[src/rtl/mux_scan_controller.sv]
// Scans an external 8-to-1 mux: steps selector_bits through every line, samples
// mux_line after a settle delay, and presents the assembled word with a valid strobe.
// Optional MUX_SCAN_CONTINUOUS_EN: after the first start, scans repeat back to back.
module mux_scan_controller #(
  parameter int NUM_LINES     = 8,
  parameter int SEL_W         = 3,
  parameter int SETTLE_CYCLES = 1
) (
  input  logic                 clk,
  input  logic                 reset,
  input  logic                 start,
  input  logic                 mux_line,
  output logic [SEL_W-1:0]     selector_bits,
  output logic                 busy,
  output logic [NUM_LINES-1:0] sample_data,
  output logic                 data_valid
);

  typedef enum logic [1:0] {IDLE, SETTLE, SAMPLE, DONE} state_t;

  localparam logic [3:0]       CNT_LAST = 4'(SETTLE_CYCLES - 1);
  localparam logic [SEL_W-1:0] SEL_LAST = SEL_W'(NUM_LINES - 1);

  state_t                 state_q, state_d;
  logic [SEL_W-1:0]       sel_q, sel_d;
  logic [3:0]             cnt_q, cnt_d;
  logic [NUM_LINES-1:0]   cap_q, cap_d;
  logic [NUM_LINES-1:0]   data_q, data_d;
  logic                   busy_q, busy_d;
  logic                   vld_q, vld_d;

  always_comb begin
    state_d = state_q;
    sel_d   = sel_q;
    cnt_d   = cnt_q;
    cap_d   = cap_q;
    data_d  = data_q;
    unique case (state_q)
      IDLE: begin
        if (start) begin
          state_d = SETTLE;
          sel_d   = '0;
          cnt_d   = '0;
          cap_d   = '0;
        end
      end
      SETTLE: begin
        cnt_d = cnt_q + 4'd1;
        if (cnt_q == CNT_LAST) state_d = SAMPLE;
      end
      SAMPLE: begin
        cap_d[sel_q] = mux_line;
        if (sel_q == SEL_LAST) begin
          // Publish the word with the final line merged in on DONE entry.
          state_d = DONE;
          data_d  = cap_d;
        end else begin
          state_d = SETTLE;
          sel_d   = sel_q + SEL_W'(1);
          cnt_d   = '0;
        end
      end
      DONE: begin
        sel_d = '0;
`ifdef MUX_SCAN_CONTINUOUS_EN
        state_d = SETTLE;
        cnt_d   = '0;
`else
        state_d = IDLE;
`endif
      end
      default: state_d = IDLE;
    endcase
    // Outputs are registered from the next state so they line up with it.
    busy_d = (state_d != IDLE);
    vld_d  = (state_d == DONE);
  end

  always_ff @(posedge clk) begin
    if (reset) begin
      state_q <= IDLE;
      sel_q   <= '0;
      cnt_q   <= '0;
      cap_q   <= '0;
      data_q  <= '0;
      busy_q  <= 1'b0;
      vld_q   <= 1'b0;
    end else begin
      state_q <= state_d;
      sel_q   <= sel_d;
      cnt_q   <= cnt_d;
      cap_q   <= cap_d;
      data_q  <= data_d;
      busy_q  <= busy_d;
      vld_q   <= vld_d;
    end
  end

  assign selector_bits = sel_q;
  assign busy          = busy_q;
  assign sample_data   = data_q;
  assign data_valid    = vld_q;

endmodule

[config.mk]
export PLATFORM = sky130hd
export DESIGN_NAME = mux_scan_controller
export DESIGN_NICKNAME = d
export VERILOG_FILES = /design/src/rtl/mux_scan_controller.sv
export SDC_FILE = /design/constraint.sdc
export NUM_CORES = 1
export LEC_CHECK = 0
export ABC_AREA = 0
export CAP_MARGIN = 20
export CORE_ASPECT_RATIO = 0.75
export CORE_MARGIN = 1
export CORE_UTILIZATION = 55
export CTS_BUF_LIST = sky130_fd_sc_hd__clkbuf_8 sky130_fd_sc_hd__clkbuf_16
export DETAILED_ROUTE_END_ITERATION = 6
export PLACE_DENSITY = 0.83
export RECOVER_POWER = 100
export SLEW_MARGIN = 0
export SYNTH_ARGS = -nofsm -noshare
export SYNTH_HDL_FRONTEND = slang
export SYNTH_SLANG_ARGS = --single-unit
[constraint.sdc]
create_clock -name clk -period 4.5 [get_ports clk]
set_input_delay 1.125 -clock clk [delete_from_list [all_inputs] [get_ports clk]]
set_output_delay 1.125 -clock clk [all_outputs]
set_load 0.02 [all_outputs]
==> Yosys cells after proc, flatten, opt, wreduce, memory -nomap -nowiden <==
Index checks and enable logic that the tools add are counted.
{ "totals": {"ff_bits": 27, "out_inout_bits": 13, "rom_bits": 0, "mem_bits_rw": 0, "latch_bits": 0, "n_memories": 0, "input_bits": 4, "elab_cells": 44} }
{ "op_classes": {"n_lt_le_gt_ge": 2, "n_addsub": 2, "n_reduce_logical": 11, "shift": 0, "div": 0, "eq_ne": 7, "n_mux": 15, "mul": 0, "bitwise_logic": 0} }
{ "ops": {"columns": ["op", "n"], "rows": [
  ["one-hot mux 8 bit (2 select lines)", 1],
  ["one-hot mux 4 bit (3 select lines)", 1],
  ["one-hot mux 3 bit (3 select lines)", 1],
  ["bitwise mux 8 bit", 1],
  ["2-to-1 mux 4 bit", 2],
  ["2-to-1 mux 8 bit", 1],
  ["one-hot mux 2 bit (4 select lines)", 1],
  ["== test 2 bit, second input constant", 3],
  ["2-to-1 mux 2 bit", 3],
  ["2-to-1 mux 3 bit", 2],
  ["AND reduction 3 bit", 2],
  ["nonzero test 3 bit", 2],
  ["adder 4 x 1 -> 4 bit, second input constant", 1],
  ["logical NOT 4 bit", 1],
  ["< comparator 3 x 4 -> 1 bit, second input constant", 1],
  ["!= test 2 bit, second input constant", 2],
  ["AND reduction 2 bit", 2],
  ["nonzero test 2 bit", 2],
  ["adder 3 x 1 -> 3 bit, second input constant", 1],
  ["demux 1 bit (select 3 bit)", 1],
  ["== test 3 bit, second input constant", 1],
  ["greater-or-equal comparator 3 x 1 -> 1 bit, second input constant", 1],
  ["== test 2 x 1 -> 1 bit, second input constant", 1],
  ["logical NOT 2 bit", 1],
  ["2 further kinds", 2]
]} }

==> Depth between registers and ports, before layout <==
{ "depth": {"depth_word": 6, "depth_mapped": 7, "depth_no_buf": 5} }

==> Worst setup path after synthesis <==
OpenSTA, ideal clock, no wires.
{ "synth_path": {"kind": "input-to-reg", "from": "input port mux_line", "to": "register cap_q[1]", "t_arrival_ns": 1.800, "slack_ns": 2.608, "path_buffers": 1, "cell_stages": 3, "setup_time_ns": 0.092, "t_required_ns": 4.408, "path_cell_list": "clkbuf_1 nand2_1 o32ai_1"} }
{ "synth_via": {"elab_chain_cells": 2} }
{ "synth_rtl": {"columns": ["item", "line", "text"], "rows": [
  ["start: declaration", "12", "input logic mux_line,"],
  ["bitwise mux 8 bit", "52", "cap_d[sel_q] = mux_line;"],
  ["one-hot mux 8 bit (2 select lines)", "38", "unique case (state_q)"],
  ["end signal: assignment", "92", "cap_q <= cap_d;"],
  ["end: declaration", "27", "logic [NUM_LINES-1:0] cap_q, cap_d;"]
]} }
Every way passes these cells.
A chain may end at the register's enable or synchronous reset.

==> Final worst setup path <==
{ "layout_path": {"from": "register sel_q[0], in the netlist selector_bits[0]", "to": "output port selector_bits[0]"} }
{ "layout_rtl": {"columns": ["item", "line", "text"], "rows": [
  ["start: declaration", "25", "logic [SEL_W-1:0] sel_q, sel_d;"],
  ["start signal: assignment", "90", "sel_q <= sel_d;"],
  ["end: declaration", "13", "output logic [SEL_W-1:0] selector_bits,"]
]} }
No word-level cell between the ends.

==> run metrics <==
Post-CTS Setup Bufs 0; DR WL/cell between 10 and 15 um; RSZ-0062 raised after global routing false; total CTS buffers 3; TritonCTS clock tree built; largest net degree at the start of global routing 33; Port Buf Inserts 16; Power Dens Cells between 200 and 300 nW/um^2; Final Setup Violations 0; Remaining Overflow, GRT 0; Routed WL around 2.7 mm; Final WS setup about 1800 ps; commonest cells after routing, fill and taps aside dfxtp_1, a21oi_1, dlygate4sd3_1; Die Y roughly 45 um; dpl ws 1710 ps; initial antenna violation count 0; syn_nets between 150 and 200; Top Family by Delay on Critical Path buffers and inverters; via/cell ratio around 5.8; iteration-0 DRC count of the detailed router 66; Detail Placement HPWL 1.78 mm; Clk Latency, worst-skew pair ~280 ps; Slew @ Worst Pin 1040 ps; Clk pin slew, worst setup/hold paths about 90 ps; FP Rows 15; total number of H-tree levels 1; Clk Tree Root Cell clkbuf_8; Yosys reg bits 27; Buf/Inv on CP 1; Final period util 0.602; async set-reset flop share out of synthesis 0; CP max stage delay between 700 and 800 ps; fmax 0.369 GHz; Yosys warnings 0; Avg Synthesized Cell Area between 9 and 10 um^2; crit start category flip-flop; vias in the first global route between 900 and 1000; Tot Pwr ~0.00044 W; fin. max-slew vios 0; CP Max Fanout 12; Post-synth EDFFs 0; Hold Fails Final Rpt 0; area grow syn2layout 14.1%; cts repair resizes 0; GP Congestion 0.874; Final #Nets about 160; most used flip-flop cell after synthesis dfxtp_1; leak pwr ~0.57 nW; Die Width a little under 60 um; layout cell share with drive strength beyond 1 0.0526; largest vdd supply drop around 0.17 mV; CP Class reg2out; Crit path arrival time 1580 ps; CP cell instances dlygate4sd3_1; reg-to-reg slack, setup between 2000 and 2500 ps; first-pass GRT wire length ~4.4 mm; relative slew slack 0.304; cells after synthesis around 140; Max Cap Viol 0; antenna viol nets, final 0; WP data required between 3000 and 4000 ps; number of distinct library cells after synthesis 36; post-cts hold buffer count 0; ant diodes 0; register area share after synthesis 0.406; total I/O pin count 17; core area ~2300 um^2; DRC Markers 0; final core utilization 0.663; Hold WS 494 ps; Final min period about 2700 ps; status completed; Starting Density 0.581; critical path's slowest cell dlygate4sd3_1; commonest non-fill, non-tap cell in the layout dfxtp_1; clk sinks 27; min-delay worst type reg2reg; Critical Path Sink Type output port; Syn Std Cell Area 1330 um^2; Setup TNS Final 0 ps; Max clock buf depth 2; GRT Total Usage 0.227; DRT Pass-1 Iters 4; Vias ~1100; Die Area 2620 um^2; skew final between 4 and 5 ps
## worst paths after layout
check,from,to,cells past startpoint
worst max-delay path,selector_bits[0],selector_bits[0],1
worst min-delay path,cap_q[7],cap_q[7],2
worst max register to register,state_q[1],cap_q[4],3
worst min register to register,cap_q[7],cap_q[7],2
## logic make-up (layout without fill, tap and decap cells)
| kind of cell | after synthesis | count (layout) | synth area share |
|---|---|---|---|
| and+or+nand+nor | 46 | 46 | 0.212 |
| buffers and inverters | 16 | 24 | 0.0593 |
| muxes | 8 | 8 | 0.0602 |
| DFF | 27 | 27 | 0.406 |
| adders and majority gates | 4 | 4 | 0.0376 |
| AOI/OAI and AO/OA | 43 | 43 | 0.225 |
## cell type report
| class | count | area (um^2) |
|---|---|---|
| multi-input cells | 101 | 711 |
| flip-flops and latches | 27 | 541 |
| clock inverters | 1 | 7.51 |
| repair buffers | 16 | 160 |
| well taps | 34 | 42.5 |
| fillers | 192 | 772 |
| inverters | 4 | 15.0 |
| clock buffers | 3 | 41.3 |
## metal layers
layer,wire [um],vias to the layer above,global-route usage
met3,90,4,0.0526
met5,0,-,0
met1,1420,502,0.314
met4,25,0,0.0619
li1,-,547,-
met2,1180,26,0.357
## report_power, final
| group | switching [W] | internal [W] | total, W |
|---|---|---|---|
| Clock | 0.0000784 | 0.0000630 | 0.000141 |
| Sequential | 0.0000101 | 0.000244 | 0.000254 |
| Combinational | 0.0000284 | 0.0000208 | 0.0000493 |
| Total | 0.000117 | 0.000328 | 0.000445 |
## stage by stage
stage,std cells,cell area (um^2)
2_1_floorplan,144,1330
3_3_place_gp,182,1470
3_5_place_dp,182,1470
4_1_cts,186,1520
5_1_grt,186,1520
6_report,186,1520
## state kept, by name, summed over array words and instances, names as in the netlist
register / flops
busy: 1
cap_q: 8
cnt_q: 4
data_valid: 1
sample_data: 8
selector_bits: 3
state_q: 2
## synthesized netlist by cell type, drive strengths merged (3+ instances only)
cell type / instances / area share
dfxtp: 27 / 0.41
a21oi: 15 / 0.056
nor2: 10 / 0.028
a211oi: 9 / 0.051
mux2i: 8 / 0.060
nand2b: 7 / 0.033
o32ai: 7 / 0.046
buf: 6 / 0.029
clkbuf: 6 / 0.019
nand3b: 5 / 0.028
ha: 4 / 0.038
inv: 4 / 0.011
nand2: 4 / 0.011
or3b: 4 / 0.026
nand3: 3 / 0.011
o211ai: 3 / 0.017
or4: 3 / 0.017
Power figures use the tool's default switching activity.
